<file path="config.mk">
export PLATFORM = sky130hd
export DESIGN_NAME = gtp_rx_link_mon
export DESIGN_NICKNAME = d
export VERILOG_FILES = /design/src/rtl/gtp_rx_link_mon.sv
export SDC_FILE = /design/constraint.sdc
export NUM_CORES = 1
export LEC_CHECK = 0
export BUFFER_PORTS_ARGS = -buffer_cell sky130_fd_sc_hd__buf_2
export CAP_MARGIN = 20
export CORE_UTILIZATION = 50
export CTS_CLUSTER_SIZE = 8
export DETAILED_ROUTE_END_ITERATION = 16
export PLACE_DENSITY = 0.79
export SYNTH_ARGS = -nofsm -noshare
export SYNTH_HDL_FRONTEND = slang
export SYNTH_SLANG_ARGS = --single-unit
</file>
<file path="constraint.sdc">
create_clock -name rx_clk -period 5.9 [get_ports rx_clk]
set_input_delay 0.885 -clock rx_clk [delete_from_list [all_inputs] [get_ports rx_clk]]
set_output_delay 0.885 -clock rx_clk [all_outputs]
set_load 0.02 [all_outputs]
</file>
<file path="src/rtl/gtp_rx_link_mon.sv">
// rtl/gtp_rx_link_mon.sv - GTP lane rx link monitor: raw comma framing, link hysteresis, error counts
// Optional elastic-buffer error counting is built only when GTP_RXMON_BUFERR_EN is defined.
module gtp_rx_link_mon #(
  parameter int         FRAME_LEN    = 16,
  parameter int         LOCK_COUNT   = 4,
  parameter int         UNLOCK_COUNT = 3,
  parameter logic [9:0] COMMA_NEG    = 10'h17C,
  parameter logic [9:0] COMMA_POS    = 10'h283
) (
  input  logic        rx_clk,
  input  logic        rx_reset_n_i,
  input  logic [9:0]  rxdata_i,
  input  logic [6:0]  rxstatus_i,
  input  logic        clr_i,
  output logic [9:0]  data_o,
  output logic        frame_o,
  output logic        link_up_o,
  output logic [1:0]  state_o,
  output logic [15:0] comma_err_o,
  output logic [15:0] buferr_o
);
  localparam int            PW         = (FRAME_LEN > 2) ? $clog2(FRAME_LEN) : 1;
  localparam logic [PW-1:0] PHASE_LAST = PW'(FRAME_LEN - 1);
  localparam logic [PW-1:0] PHASE_ONE  = PW'(1);
  localparam logic [3:0]    LOCK_N     = 4'(LOCK_COUNT);
  localparam logic [3:0]    UNLOCK_N   = 4'(UNLOCK_COUNT);

  typedef enum logic [1:0] {HUNT = 2'd0, CHECK = 2'd1, LOCKED = 2'd2} state_t;

  state_t        state, state_nx;
  logic [9:0]    s1_data;
  logic          s1_lost_sync, s1_aligned;
  logic [PW-1:0] phase, phase_nx;
  logic [3:0]    good, good_nx, miss, miss_nx;
  logic          is_comma, status_bad, buf_rise, err_inc, frame_nx;

  always_ff @(posedge rx_clk or negedge rx_reset_n_i) begin
    if (!rx_reset_n_i) begin
      s1_data      <= '0;
      s1_lost_sync <= 1'b0;
      s1_aligned   <= 1'b0;
    end else begin
      s1_data      <= rxdata_i;
      s1_lost_sync <= rxstatus_i[4];
      s1_aligned   <= rxstatus_i[3];
    end
  end

  assign is_comma   = (s1_data == COMMA_NEG) || (s1_data == COMMA_POS);
  assign status_bad = s1_lost_sync | ~s1_aligned;

`ifdef GTP_RXMON_BUFERR_EN
  logic s1_buf_err, buf_prev;
  logic unused_status;
  assign unused_status = ^{rxstatus_i[6:5], rxstatus_i[1:0]};
  assign buf_rise      = s1_buf_err & ~buf_prev;

  always_ff @(posedge rx_clk or negedge rx_reset_n_i) begin
    if (!rx_reset_n_i) begin
      s1_buf_err <= 1'b0;
      buf_prev   <= 1'b0;
      buferr_o   <= '0;
    end else begin
      s1_buf_err <= rxstatus_i[2];
      buf_prev   <= s1_buf_err;
      if (clr_i)
        buferr_o <= '0;
      else if (buf_rise && buferr_o != 16'hFFFF)
        buferr_o <= buferr_o + 16'd1;
    end
  end
`else
  logic unused_status;
  assign unused_status = ^{rxstatus_i[6:5], rxstatus_i[2:0]};
  assign buf_rise      = 1'b0;
  assign buferr_o      = '0;
`endif

  always_comb begin
    state_nx = state;
    phase_nx = (phase == PHASE_LAST) ? '0 : phase + PHASE_ONE;
    good_nx  = good;
    miss_nx  = miss;
    err_inc  = 1'b0;
    frame_nx = 1'b0;
    case (state)
      HUNT: begin
        // Accepted comma defines phase 0, so the next one is due FRAME_LEN cycles later
        if (is_comma) begin
          phase_nx = PHASE_ONE;
          good_nx  = 4'd1;
          miss_nx  = 4'd0;
          state_nx = (LOCK_N == 4'd1) ? LOCKED : CHECK;
        end
      end
      CHECK: begin
        if (phase == '0) begin
          if (is_comma) begin
            good_nx = good + 4'd1;
            if (good_nx >= LOCK_N) begin
              state_nx = LOCKED;
              miss_nx  = 4'd0;
            end
          end else begin
            state_nx = HUNT;
            good_nx  = 4'd0;
          end
        end else if (is_comma) begin
          state_nx = HUNT;
          good_nx  = 4'd0;
        end
      end
      LOCKED: begin
        // Lane status loss and buffer faults override all comma rules
        if (status_bad || buf_rise) begin
          state_nx = HUNT;
          good_nx  = 4'd0;
          err_inc  = status_bad;
        end else if (phase == '0) begin
          if (is_comma) begin
            miss_nx  = 4'd0;
            frame_nx = 1'b1;
          end else begin
            miss_nx = miss + 4'd1;
            err_inc = 1'b1;
            if (miss_nx >= UNLOCK_N) begin
              state_nx = HUNT;
              good_nx  = 4'd0;
            end
          end
        end else if (is_comma) begin
          err_inc = 1'b1;
        end
      end
      default: state_nx = HUNT;
    endcase
  end

  always_ff @(posedge rx_clk or negedge rx_reset_n_i) begin
    if (!rx_reset_n_i) begin
      state       <= HUNT;
      phase       <= '0;
      good        <= '0;
      miss        <= '0;
      comma_err_o <= '0;
      link_up_o   <= 1'b0;
      state_o     <= 2'd0;
      data_o      <= '0;
      frame_o     <= 1'b0;
    end else begin
      state     <= state_nx;
      phase     <= phase_nx;
      good      <= good_nx;
      miss      <= miss_nx;
      link_up_o <= (state == LOCKED);
      state_o   <= state;
      data_o    <= s1_data;
      frame_o   <= frame_nx;
      if (clr_i)
        comma_err_o <= '0;
      else if (err_inc && comma_err_o != 16'hFFFF)
        comma_err_o <= comma_err_o + 16'd1;
    end
  end

endmodule
</file>
* Word-level counts from Yosys, hierarchy flattened
Cells that the tools add are included.
** Word-level totals
- Flip-flop bits (word level) :: 56
- Output and inout bits :: 46
- Word-level logic and storage cells :: 85
** Operators by class
- Bitwise logic cells :: 2
- Muxes and demuxes :: 39
- Reductions and logical operators :: 9
- Magnitude comparators :: 2
- Add/sub/neg operators :: 4
- Equality and inequality tests :: 17
** Operator list (number)
- 4-bit two-way mux :: 17
- 16-bit two-way mux :: 2
- 4-bit one-hot mux with 3 select lines :: 2
- 2-bit two-way mux :: 9
- 16-bit by 1-bit adder with 16-bit output, second input constant :: 1
- 16-bit inequality test, second input constant :: 1
- 4-bit by 1-bit adder with 4-bit output, second input constant :: 3
- 2-bit inequality test, second input constant :: 6
- 3-bit inequality test, second input constant :: 4
- 6-bit AND reduction :: 2
- 10-bit == test, second input constant :: 1
- 10-bit by 9-bit == test with 1-bit output, second input constant :: 1
- 1-bit two-way mux :: 8
- 7-bit AND reduction :: 1
- 2-bit one-hot mux with 3 select lines :: 1
- 4-bit == test, second input constant :: 1
- 4-bit by 2-bit >= comparator with 1-bit output, second input constant :: 1
- 4-bit by 3-bit >= comparator with 1-bit output, second input constant :: 1
- 4-bit zero test :: 1
- 4-bit inequality test, second input constant :: 1
- 3-bit nonzero test :: 1
- 2-bit by 1-bit == test with 1-bit output, second input constant :: 1
- 2-bit == test, second input constant :: 1
- 2-bit zero test :: 1
- other kinds (5) :: 5

* Depth between registers and ports, before layout
- Word-level depth :: 9
- Mapped depth :: 9

* Worst setup path before layout
OpenSTA, ideal clock, no wires.
- Path kind :: register -> register
- Start point :: register s1_data[9]
- End point :: register good[0]
- Setup time :: 128 ps
- Cell stages (with the launch flop) :: 9
- Arrival :: 2208 ps
- Path buffers :: 0
- Slack :: 3565 ps
- Data required time :: 5772 ps
- Cell sequence :: dfrtp_1 nor4bb_4 nand4_2 nand2_2 inv_1 ha_1 a221oi_2 nand3_2 mux2_1
** On the way
- Word-level cells in the longest chain between the ends :: 5
- Elaborated cells on any way between the ends :: 10
- Those cells by class :: eq/ne (5); mux (3); reduce/logical (2)
** Ends and longest elaborated chain
- start: declaration :: line 31 : logic [9:0] s1_data;
- start signal: assignment :: line 43 : s1_data <= rxdata_i;
- 10-bit by 9-bit == test with 1-bit output / 10-bit == test (equally long branches) :: line 49 : assign is_comma = (s1_data == COMMA_NEG) || (s1_data == COMMA_POS);
- 1-bit logical OR (*) :: line 49
- 4-bit two-way mux :: line 98 : if (is_comma) begin
- 4-bit two-way mux :: line 97 : if (phase == '0) begin
- 4-bit one-hot mux with 3 select lines :: line 86 : case (state)
- end signal: assignment :: line 153 : good <= good_nx;
- end: declaration :: line 34 : logic [3:0] good, good_nx, miss, miss_nx;
Mark *: on every way between the ends. The rest lies on a longest branch, timed or not.
A chain may end at the register's enable or synchronous reset.

* Final worst setup path
- Start point :: register s1_data[9]
- End point :: register comma_err_o[12]
** On the way
- Word-level cells in the longest chain between the ends :: 8
- Elaborated cells on any way between the ends :: 10
- Those cells by class :: eq/ne (2); mux (5); reduce/logical (3)
** Ends and longest elaborated chain
- 10-bit by 9-bit == test with 1-bit output / 10-bit == test (equally long branches) :: line 49
- 1-bit logical OR (*) :: line 49
- 1-bit two-way mux, on equally long branches :: line 131, 120
- 1-bit two-way mux (*) :: line 119 : end else if (phase == '0) begin
- 1-bit two-way mux (*) :: line 115 : if (status_bad || buf_rise) begin
- 1-bit two-way mux (*) :: line 86
- 1-bit logical AND (*) :: line 161 : else if (err_inc && comma_err_o != 16'hFFFF)
- 2-bit nonzero test (no source line) (*)
- end signal: assignment :: line 162 : comma_err_o <= comma_err_o + 16'd1;
- end: declaration :: line 19 : output logic [15:0] comma_err_o,
Marked as above.

==> impl_metrics.env <==
export IMPL_cts_tree="done"
export IMPL_max_clock_freq_mhz=370
export IMPL_power_w=0.000888
export IMPL_cp_start_kind="flip-flop"
export IMPL_worstMarginPinSlew_ps=696
export IMPL_synthFlopType="dfrtp_1"
export IMPL_fin_crit_sh=0.459
export IMPL_critPathMaxFanout=8
export IMPL_dpl_hpwl_um=3690
export IMPL_slew_headroom=0.535
export IMPL_pwr_density_cell_nw_per_um2=276
export IMPL_design_area_um2=3220
export IMPL_synth_area_leaders="dfrtp_1 (49%), ha_1 (5.2%), xor2_1 (4.6%)"
export IMPL_setup_violations=0
export IMPL_hold_class="reg2reg"
export IMPL_drive_gt1_frac=0.249
export IMPL_pre_cts_slack_ps=3220
export IMPL_p_leak_nw=1.60
export IMPL_die_area_um2=6030
export IMPL_synth_edf_count=0
export IMPL_worstSetupEndpointType="flip-flop"
export IMPL_vias=1982
export IMPL_netlist_instances=248
export IMPL_ant_nets=0
export IMPL_fin_skew_ps=6.54
export IMPL_postCtsSetupRepairBufs=0
export IMPL_n_fill_cell=462
export IMPL_yosysWarningCount=0
export IMPL_reg2reg_depth=9
export IMPL_core_area_um2=5510
export IMPL_irDropWorstVdd_v=0.000139
export IMPL_setup_tns_final_ps=0
export IMPL_grt_antenna_before_repair=0
export IMPL_yosysTopAreaCell="dfrtp_1"
export IMPL_die_w_um=77.6
export IMPL_cp_arrival_ps=2900
export IMPL_cts_path_max_buffers=2
export IMPL_routabilityCongestion=0.879
export IMPL_routed_wl_um=5110
export IMPL_crit_type="reg2reg"
export IMPL_rows=27
export IMPL_slew_violations=0
export IMPL_holdWs_ps=402
export IMPL_cts_hold_fix_buffers=0
export IMPL_grt_pass1_vias=1908
export IMPL_start_util=0.519
export IMPL_fin_crit_ps=2710
export IMPL_status="completed"
export IMPL_grt_pass1_wl_um=8780
export IMPL_cts_clk_slew_worst_paths_ps=100
export IMPL_numCtsBuffers=5
export IMPL_cts_root_buf="clkbuf_8"
export IMPL_layout_setup_ws_ps=3190
export IMPL_syn_area_per_cell_um2=11.5
export IMPL_grt_usage=0.183
export IMPL_grt_overflow_total=0
export IMPL_nets=328
export IMPL_synth_cell_types=60
export IMPL_cts_htree_levels=2
export IMPL_synthesis_area_um2=2860
export IMPL_areaGrowthSynthToFinish_pct=12.5
export IMPL_synth_seq_cells=56
export IMPL_place_area_um2=3100
export IMPL_synth_top_area_frac=0.490
export IMPL_drv_cap=0
export IMPL_wl_per_cell_um=13.8
export IMPL_remaining_drc_errors=0
export IMPL_hold_violations=0
export IMPL_cts_resized=0
export IMPL_drtPass1Iterations=4
export IMPL_cts_sinks=56
export IMPL_yosysSeqAreaShare=0.490
export IMPL_via_per_inst=5.37
export IMPL_grt_max_degree=57
export IMPL_rsz0062_at_grt="no"
export IMPL_portBuffers=44
export IMPL_die_y_um=77.6
export IMPL_clock_latency_ps=310
export IMPL_cp_required_ps=6090
export IMPL_num_io_pins=66
export IMPL_async_reset_ff_frac=1.00
export IMPL_hold_depth=0
export IMPL_num_antenna_cells=0
export IMPL_dr_first_iter_drc_count=103
per-layer routing:
| metal | share of wire | track usage | vias up |
|---|---|---|---|
| li1 | - | - | 961 |
| met1 | 0.45 | 0.231 | 958 |
| met2 | 0.48 | 0.304 | 56 |
| met3 | 0.053 | 0.0576 | 7 |
| met5 | 0 | 0 | - |
| met4 | 0.013 | 0.0491 | 0 |
logic make-up (layout without fill, tap and decap cells):
logic type      after synthesis  count (layout)  synth area share
buf+inv                      33              67            0.0647
fa+ha+maj                    12              12            0.0525
mux                           7               7            0.0262
compound gates               40              40             0.119
flops                        56              56             0.490
other cells                   1              16           0.00131
simple gates                 82              82             0.194
xor+xnor                     17              17            0.0521
synth_stat cells, drive strengths merged, types with 3 or more instances:
master / n
nor2b: 3
nand4: 7
inv: 14
dfrtp: 56
buf: 17
nand3: 8
o21ai: 3
a21oi: 5
xor2: 15
and2: 4
nand2: 11
ha: 12
and3: 7
and4: 5
o211ai: 8
nor3: 3
mux2: 4
nor3b: 4
nor2: 19
mux2i: 3
registers in the layout, indices dropped and copies added (netlist names), 2 cells and up:
| name | count |
|---|---|
| comma_err_o | 16 |
| data_o | 10 |
| good | 4 |
| miss | 4 |
| phase | 4 |
| s1_data | 10 |
| state | 2 |
| state_o | 2 |
final timing paths:
kind                              startpoint  slack [ps]              end
min in group asynchronous       rx_reset_n_i         680        data_o[2]
worst min register to register    s1_data[0]         400        data_o[0]
worst max register to register    s1_data[9]        3190  comma_err_o[12]
max in group asynchronous       rx_reset_n_i        4770         phase[2]
worst min-delay path              s1_data[0]         400        data_o[0]
worst max-delay path              s1_data[9]        3190  comma_err_o[12]
final cells by class:
cell class / instances / area (µm²) / area share
Clock buffer: 5 / 68.8 / 0.0214
Timing Repair Buffer: 45 / 228 / 0.0708
Clock inverter: 3 / 47.5 / 0.0148
Multi-Input combinational cell: 174 / 1330 / 0.413
Sequential cell: 56 / 1400 / 0.435
Inverter: 14 / 52.6 / 0.0163
Tap cell: 72 / 90.1 / 0.0280
where the power goes:
part / leakage, nW / internal, W / switching, W / total (W)
registers: 0.714 / 0.000414 / 0.0000347 / 0.000449
logic: 0.830 / 0.0000754 / 0.000110 / 0.000186
clock network: 0.0583 / 0.000128 / 0.000125 / 0.000253
through the flow:
stage           util  cells
6_report       0.584    369
5_1_grt        0.584    369
4_1_cts        0.584    369
3_5_place_dp   0.563    361
3_3_place_gp   0.563    361
2_1_floorplan      -    263
critical path, stage by stage (launching register included):
cell      delay [ps]
dfrtp_1          480
nor4bb_4         320
nand4_2          280
nand2_2          220
ha_1             160
nor3b_1           70
nor3b_1          600
nand4_1          210
xor2_1           190
nor2_1            50
placed cells by master (no fill, tap or decap), types with 5 or more instances in the layout:
master / n
conb_1: 16
nand4_1: 5
nand3_1: 7
buf_2: 44
o211ai_1: 8
xor2_1: 15
ha_1: 12
clkbuf_8: 5
nor2_1: 19
and3_1: 6
inv_1: 13
nand2_1: 10
dfrtp_1: 56
a21oi_1: 5
Power figures use the tool's default switching activity.
